--- src/rtl/tt_haz_detect_if.sv ---
// Issue / resolver bundle for the hazard detection front end.
// Master drives issue and resolver controls; slave returns hazard classes.
interface tt_haz_detect_if #(
    parameter int REG_W = 3
);
    logic             iss_valid;
    logic [REG_W-1:0] iss_rs1;
    logic [REG_W-1:0] iss_rs2;
    logic [REG_W-1:0] iss_rd;
    logic             iss_we;
    logic             iss_ld;
    logic             iss_st;
    logic             iss_br;
    logic             iss_pred;
    logic             br_taken;
    logic             pc_freeze;
    logic             do_flush;
    logic             iss_ready;
    logic             data;
    logic             fwrd;
    logic             str;
    logic             ctrl;
    logic             branch;
    logic             crct;

    modport master (
        output iss_valid, iss_rs1, iss_rs2, iss_rd,
        output iss_we, iss_ld, iss_st, iss_br, iss_pred,
        output br_taken, pc_freeze, do_flush,
        input  iss_ready, data, fwrd, str, ctrl, branch, crct
    );

    modport slave (
        input  iss_valid, iss_rs1, iss_rs2, iss_rd,
        input  iss_we, iss_ld, iss_st, iss_br, iss_pred,
        input  br_taken, pc_freeze, do_flush,
        output iss_ready, data, fwrd, str, ctrl, branch, crct
    );
endinterface

--- src/rtl/tt_haz_detect.sv ---
// Hazard detection front end: tracks ID/EX/MEM slots and raises
// hazard classes for the resolver, plus saturating stall/flush counters.
module tt_haz_detect #(
    parameter int REG_W = 3,
    parameter int CNT_W = 8
) (
    input  logic                 clk,
    input  logic                 rst_n,
    tt_haz_detect_if.slave       hz,
    output logic [CNT_W-1:0]     stall_cnt,
    output logic [CNT_W-1:0]     flush_cnt
);
    typedef struct packed {
        logic             v;
        logic [REG_W-1:0] rs1;
        logic [REG_W-1:0] rs2;
        logic [REG_W-1:0] rd;
        logic             we;
        logic             ld;
        logic             st;
        logic             br;
        logic             pred;
    } slot_t;

    slot_t            r_id;
    slot_t            r_ex;
    slot_t            r_mem;
    slot_t            w_iss;
    logic [CNT_W-1:0] r_stall;
    logic [CNT_W-1:0] r_flush;
    logic             w_ex_m;
    logic             w_mem_m;
    logic             w_stall_ev;

    always_comb begin
        w_iss      = '0;
        w_iss.v    = hz.iss_valid;
        w_iss.rs1  = hz.iss_rs1;
        w_iss.rs2  = hz.iss_rs2;
        w_iss.rd   = hz.iss_rd;
        w_iss.we   = hz.iss_we;
        w_iss.ld   = hz.iss_ld;
        w_iss.st   = hz.iss_st;
        w_iss.br   = hz.iss_br;
        w_iss.pred = hz.iss_pred;
    end

    assign w_stall_ev = hz.pc_freeze && !hz.do_flush;

    always_ff @(posedge clk or negedge rst_n) begin
        if (!rst_n) begin
            r_id  <= '0;
            r_ex  <= '0;
            r_mem <= '0;
        end else begin
            r_mem <= r_ex;
            if (hz.do_flush) begin
                r_id <= '0;
                r_ex <= '0;
            end else if (hz.pc_freeze) begin
                r_ex <= '0;
            end else begin
                r_id <= w_iss;
                r_ex <= r_id;
            end
        end
    end

    always_ff @(posedge clk or negedge rst_n) begin
        if (!rst_n) begin
            r_stall <= '0;
            r_flush <= '0;
        end else begin
            if (w_stall_ev && r_stall != '1)
                r_stall <= r_stall + CNT_W'(1);
            if (hz.do_flush && r_flush != '1)
                r_flush <= r_flush + CNT_W'(1);
        end
    end

    // rd == 0 is the zero register and never produces a dependency
    assign w_ex_m  = r_ex.v && r_ex.we && (r_ex.rd != '0) &&
                     ((r_ex.rd == r_id.rs1) || (r_ex.rd == r_id.rs2));
    assign w_mem_m = r_mem.v && r_mem.we && (r_mem.rd != '0) &&
                     ((r_mem.rd == r_id.rs1) || (r_mem.rd == r_id.rs2));

    assign hz.iss_ready = !hz.pc_freeze;
    assign hz.data      = r_id.v && (w_ex_m || w_mem_m);
    assign hz.fwrd      = hz.data && !(w_ex_m && r_ex.ld);
    assign hz.str       = r_id.v && (r_id.ld || r_id.st) &&
                          r_ex.v && (r_ex.ld || r_ex.st);
    assign hz.ctrl      = (r_id.v && r_id.br) || (r_ex.v && r_ex.br);
    assign hz.branch    = r_ex.v && r_ex.br;
    assign hz.crct      = hz.branch && (hz.br_taken == r_ex.pred);

    assign stall_cnt = r_stall;
    assign flush_cnt = r_flush;
endmodule

--- src/flat_wrapper.sv ---
// flat-port wrapper written by rule: the top's interface ports become plain ports
module tt_haz_detect_flat 
#(
    parameter int REG_W = 3,
    parameter int CNT_W = 8
)
  (clk, rst_n, stall_cnt, flush_cnt, hz_iss_valid, hz_iss_rs1, hz_iss_rs2, hz_iss_rd, hz_iss_we, hz_iss_ld, hz_iss_st, hz_iss_br, hz_iss_pred, hz_br_taken, hz_pc_freeze, hz_do_flush, hz_iss_ready, hz_data, hz_fwrd, hz_str, hz_ctrl, hz_branch, hz_crct);
  tt_haz_detect_if #(.REG_W(REG_W)) hz_i ();
  input  logic clk;
  input  logic rst_n;
  output logic [CNT_W-1:0] stall_cnt;
  output logic [CNT_W-1:0] flush_cnt;
  input wire logic [$bits(hz_i.iss_valid)-1:0] hz_iss_valid;
  input wire logic [$bits(hz_i.iss_rs1)-1:0] hz_iss_rs1;
  input wire logic [$bits(hz_i.iss_rs2)-1:0] hz_iss_rs2;
  input wire logic [$bits(hz_i.iss_rd)-1:0] hz_iss_rd;
  input wire logic [$bits(hz_i.iss_we)-1:0] hz_iss_we;
  input wire logic [$bits(hz_i.iss_ld)-1:0] hz_iss_ld;
  input wire logic [$bits(hz_i.iss_st)-1:0] hz_iss_st;
  input wire logic [$bits(hz_i.iss_br)-1:0] hz_iss_br;
  input wire logic [$bits(hz_i.iss_pred)-1:0] hz_iss_pred;
  input wire logic [$bits(hz_i.br_taken)-1:0] hz_br_taken;
  input wire logic [$bits(hz_i.pc_freeze)-1:0] hz_pc_freeze;
  input wire logic [$bits(hz_i.do_flush)-1:0] hz_do_flush;
  output wire logic [$bits(hz_i.iss_ready)-1:0] hz_iss_ready;
  output wire logic [$bits(hz_i.data)-1:0] hz_data;
  output wire logic [$bits(hz_i.fwrd)-1:0] hz_fwrd;
  output wire logic [$bits(hz_i.str)-1:0] hz_str;
  output wire logic [$bits(hz_i.ctrl)-1:0] hz_ctrl;
  output wire logic [$bits(hz_i.branch)-1:0] hz_branch;
  output wire logic [$bits(hz_i.crct)-1:0] hz_crct;
  assign hz_i.iss_valid = hz_iss_valid;
  assign hz_i.iss_rs1 = hz_iss_rs1;
  assign hz_i.iss_rs2 = hz_iss_rs2;
  assign hz_i.iss_rd = hz_iss_rd;
  assign hz_i.iss_we = hz_iss_we;
  assign hz_i.iss_ld = hz_iss_ld;
  assign hz_i.iss_st = hz_iss_st;
  assign hz_i.iss_br = hz_iss_br;
  assign hz_i.iss_pred = hz_iss_pred;
  assign hz_i.br_taken = hz_br_taken;
  assign hz_i.pc_freeze = hz_pc_freeze;
  assign hz_i.do_flush = hz_do_flush;
  assign hz_iss_ready = hz_i.iss_ready;
  assign hz_data = hz_i.data;
  assign hz_fwrd = hz_i.fwrd;
  assign hz_str = hz_i.str;
  assign hz_ctrl = hz_i.ctrl;
  assign hz_branch = hz_i.branch;
  assign hz_crct = hz_i.crct;
  tt_haz_detect #(.REG_W(REG_W), .CNT_W(CNT_W)) u_core (.clk(clk), .rst_n(rst_n), .hz(hz_i), .stall_cnt(stall_cnt), .flush_cnt(flush_cnt));
endmodule
--- config.mk ---
export PLATFORM = sky130hd
export DESIGN_NAME = tt_haz_detect_flat
export DESIGN_NICKNAME = d
export VERILOG_FILES = /design/src/rtl/tt_haz_detect_if.sv /design/src/rtl/tt_haz_detect.sv /design/src/flat_wrapper.sv
export SDC_FILE = /design/constraint.sdc
export NUM_CORES = 1
export LEC_CHECK = 0
export ABC_AREA = 1
export CORE_MARGIN = 2
export CORE_UTILIZATION = 30
export CTS_CLUSTER_DIAMETER = 80
export DETAILED_ROUTE_END_ITERATION = 16
export PLACE_DENSITY_LB_ADDON = 0.2
export SLEW_MARGIN = 20
export SYNTH_ARGS = -nofsm -noshare
export SYNTH_HDL_FRONTEND = slang
export SYNTH_SLANG_ARGS = --single-unit
--- constraint.sdc ---
create_clock -name clk -period 1.98 [get_ports clk]
set_clock_uncertainty 0.1 [all_clocks]
set_input_delay 0.198 -clock clk [delete_from_list [all_inputs] [get_ports clk]]
set_output_delay 0.198 -clock clk [all_outputs]
set_load 0.02 [all_outputs]
[After elaboration in Yosys (flattened, before gate mapping)]
Index checks and enable logic that the tools add are counted.
W data, S select, Z words.
Operators by class
  divide/modulo/power cells: 0
  add/subtract/negate cells: 2
  shift-type cells: 0
  $lt $le $gt $ge: 0
  reductions and logical operators: 29
  equality and inequality tests: 8
  multiply operators: 0
  multiplexer cells: 4
  bitwise logic cells: 0
Operators with widths (number)
  $mux W15: 4
  $logic_and A1 B1 Y1: 18
  $add A8 B1 Y8 const B: 2
  $ne A8 B8 Y1 const B: 2
  $eq A3 B3 Y1: 4
  $logic_or A1 B1 Y1: 6
  $reduce_bool A3 Y1: 2
  $logic_not A1 Y1: 3
  $ne A2 B1 Y1 const B: 1
  $eq A1 B1 Y1: 1
Word-level totals
  bits in writable memories: 0
  memory bits (read-only): 0
  bits in registers: 45
  input bits: 20
  memories: 0
  bits in latches: 0

[Longest topological paths before layout]
  word-level depth: 6
  mapped depth: 9

[Least setup slack after synthesis]
OpenSTA, ideal clock, no wires.
  path kind: flip-flop to flip-flop
  from: reg u_core.r_stall[0], in the netlist u_core.stall_cnt[0]
  to: reg u_core.r_stall[4], in the netlist u_core.stall_cnt[4]
  period minus slack after synthesis: 1.540 ns
  cell stages (with the launch flop): 8
  required time: 1.746 ns
  data arrival time: 1.306 ns
  setup slack: 0.440 ns
  path buffers: 0
  path through: dfrtp_1 > ha_1 > nand3_2 > nor2_2 > nand3_2 > nand2_4 > nor2_1 > xor2_1
On the way
  word-level cells in the longest chain between the ends: 2
  elaborated cells between the ends (all ways): 3
Ends and longest elaborated chain
  from (decl): RTL line tt_haz_detect.sv:29  | logic [CNT_W-1:0] r_stall;
  from (signal assigned): RTL line tt_haz_detect.sv:75  | r_stall <= r_stall + CNT_W'(1);
  branches (longest 2 deep; another with $add A8 B1 Y8)
Several ways; the timed one is not identified.
A chain may end at the register's enable or synchronous reset.

[Worst setup path after layout]
  from: reg u_core.r_id[14] (netlist name)
  to: out hz_ctrl
On the way
  word-level cells in the longest chain between the ends: 2
Ends and longest elaborated chain
  from (decl): RTL line tt_haz_detect.sv:25  | slot_t r_id;
  from (signal assigned): RTL line tt_haz_detect.sv:63  | r_id <= w_iss;
  $logic_and A1 B1 Y1: RTL line tt_haz_detect.sv:92  | assign hz.ctrl = (r_id.v && r_id.br) || (r_ex.v && r_ex.br);
  $logic_or A1 B1 Y1: RTL line tt_haz_detect.sv:92
  to (decl): RTL line flat_wrapper.sv:29  | output wire logic [$bits(hz_i.ctrl)-1:0] hz_ctrl;
Every way passes these cells.

==> results.ini <==
[synthesis]
syn_area_um2=2052
syn_area_per_cell_um2=8.695
synth_edf_count=0
synthesis.nets=258
ys_ff_latch=45
yosys_warnings=0
synth_top_area_share_pct=54.88
netlist_instances=236
synth_ff_type=dfrtp_1
synth.top_cells.by_area=dfrtp_1 (55%), nand2_1 (11%), nand3_1 (5.4%)
yosysTopAreaCell=dfrtp_1
ys_types=23
async_flop_share_pct=100.0
yosys-top-cells-count=nand2_1 (61), dfrtp_1 (45), inv_1 (28)
ys_seq_area_share_pct=54.88
yosysMostFrequentCell=nand2_1

[cts]
cts_sinks=45
postCtsSetupBuffers=0
root_buffer=clkbuf_8
h-tree-depth=2
clk_pin_slew_ps=90
clock_latency_ps=290
numCtsBuffers=5
cts_tree=done
clk_path_buf_depth=2

[drt]
antenna_left=0
met1_length_mm=2.080
vias=1638
first_pass_iters=4
drc=0
dr_wl_met3_um=227
dr_wl_met2_mm=1.989
routed_wl_mm=4.320
drt_iter0_markers=77
avgViaCountPerCell=4.427
topRoutingLayerUsed=met4
wire_per_inst_um=11.68

[sta]
max_freq_mhz=543.8
fin_crit_sh_pct=92.87
grt_setup_unrepaired=no
period_minus_slack_ps=1839
relSlewSlack_pct=69.86
worst_slack_ps=141.1
finalSetupTns_ps=0
finalHoldViolations=0
worst_pin_slew_ps=452.1
timing.final.max_slew_violations=0
setup_viol=0

[placement]
placed_cells=361
dp_hpwl_mm=3.241
pre_cts_ws_ps=53.13
io_buffers=42
place.gp.congestion=0.8170

[floorplanning]
start_util_pct=30.54
io_pins=43
dieArea_um2=7518
coreArea_um2=6719
fp.dieH_um=86.71
rows=30
die_x_um=86.71

[power_and_ir_drop]
pwr-share-clk_pct=25.2
p_leak_nw=1.249
ir_drop_mv=0.7914
seqPwrFrac_pct=45.4
netSwitchingPower_mw=0.9068
p_int_mw=1.854
comb_power_share_pct=29.4
powerDensity_nw_per_um2=1017
p_total_mw=2.761
switching_share_pct=32.84

[job]
drv_cap=0

[global_route]
grt_max_degree=21
antenna_found_initial=0
grt_pass1_wl_mm=7.410
grt_pass1_vias=1639
grt_usage_pct=12.58
gr-total-overflow=0

[worst_setup_path]
crit_arrival_ps=1540
worstSetupPathType=reg -> out
worstPathRequired_ps=1680
worstPathMaxFanout=3
max_stage_delay_ps=630
cp-start-kind=register
setup.worst_path.start=u_core.r_id[14]$_DFFE_PN0N_
cpMaxStageDelayCell=clkdlybuf4s50_1
rr_startpoint=u_core.flush_cnt[0]$_DFFE_PN0P_
crit_path_end_kind=output pin
crit_chain=inv_1, o21ai_0, clkdlybuf4s50_1

[cells_and_area]
area_growth_pct=32.26
antenna_cells=0
fill_cells=692
drive_gt1_share_pct=9.655
finalNonFillerCells=370
final_nets=311
final_util_pct=40.39

[run_status]
outcome=completed

[min_path]
hold_class=in -> async

## area by class of cell
cell class                      instances  area, um2  share of cell area (%)
Inverter                               32      120.1                   4.426
Timing Repair Buffer                   49      460.4                   16.97
Clock inverter                          3      46.29                   1.706
Clock buffer                            5      68.82                   2.536
Sequential cell                        45       1126                   41.49
Tap cell                               80      100.1                   3.688
Multi-Input combinational cell        156      792.0                   29.18
## path summary, 6_finish.rpt
check | end | slack, ps | depth (start not counted)
setup / recovery | hz_ctrl | 140 | 3
hold / removal | u_core.r_id[0]$_DFFE_PN0N_ | 280 | 2
setup reg to reg | u_core.flush_cnt[7]$_DFFE_PN0P_ | 440 | 8
hold reg to reg | u_core.r_mem[4]$_DFF_PN0_ | 280 | 0
max in group asynchronous | u_core.r_id[5]$_DFFE_PN0N_ | 930 | 3
min in group clk | u_core.r_mem[4]$_DFF_PN0_ | 280 | 0
## what timing repair did
item	in CTS	in global routing
pin swaps	0	1
resized for setup	3	3
endpoints found under the setup margin	2	2
hold buffers	1	0
endpoints found under the hold margin	18	0
## registers in the layout, summed over array words and instances, names as in the netlist
signal and flops:
u_core.r_mem 5, u_core.stall_cnt 8, u_core.r_id 15, u_core.r_ex 9, u_core.flush_cnt 8
## cell usage in the layout (no fill, tap or decap), types with 3 or more instances in the layout
| cell type | n |
|---|---|
| nor2_2 | 3 |
| clkbuf_8 | 5 |
| xnor2_1 | 10 |
| nor2_1 | 21 |
| inv_2 | 3 |
| buf_4 | 6 |
| nand3_1 | 22 |
| nand2_1 | 61 |
| o21ai_0 | 19 |
| xor2_1 | 8 |
| clkdlybuf4s50_1 | 39 |
| inv_1 | 28 |
| dfrtp_1 | 45 |
## worst max-delay path: cells and delay by family (launching register included)
| kind | cells | cell delay (ps) |
|---|---|---|
| compound gates | 1 | 150 |
| buf+inv | 2 | 720 |
| flops | 1 | 380 |
## through the flow
stage / area, um2 / hold WS (ps)
3_3_place_gp: 2599 / 71.41
4_1_cts: 2723 / 279.5
3_5_place_dp: 2599 / 68.06
6_report: 2714 / 277.1
2_1_floorplan: 2052 / -197.6
5_1_grt: 2714 / 302.5
## power by group through the flow
stage / Sequential (mW) / Combinational [mW] / Clock [mW]
final: 1.25 / 0.812 / 0.695
after CTS: 1.26 / 0.825 / 0.717
after global routing: 1.29 / 0.894 / 0.761
after floorplan: 1.40 / 0.282 / 0
after global placement: 1.28 / 0.816 / 0
after detailed placement: 1.27 / 0.818 / 0
## layer usage
metal  vias to the layer above  track usage [%]
li1                        835                -
met1                       766            17.03
met2                        35            19.51
met3                         2            3.905
met4                         0            3.551
met5                         -                0
## cells by family after synthesis
kind of cell	share of synthesized area [%]
AOI/OAI and AO/OA	5.426
and+or+nand+nor	24.27
xor gates and xnor gates	7.683
buffers and inverters	6.524
DFF	54.88
adders and majority gates	1.219
(Power assumes the default switching activity.)
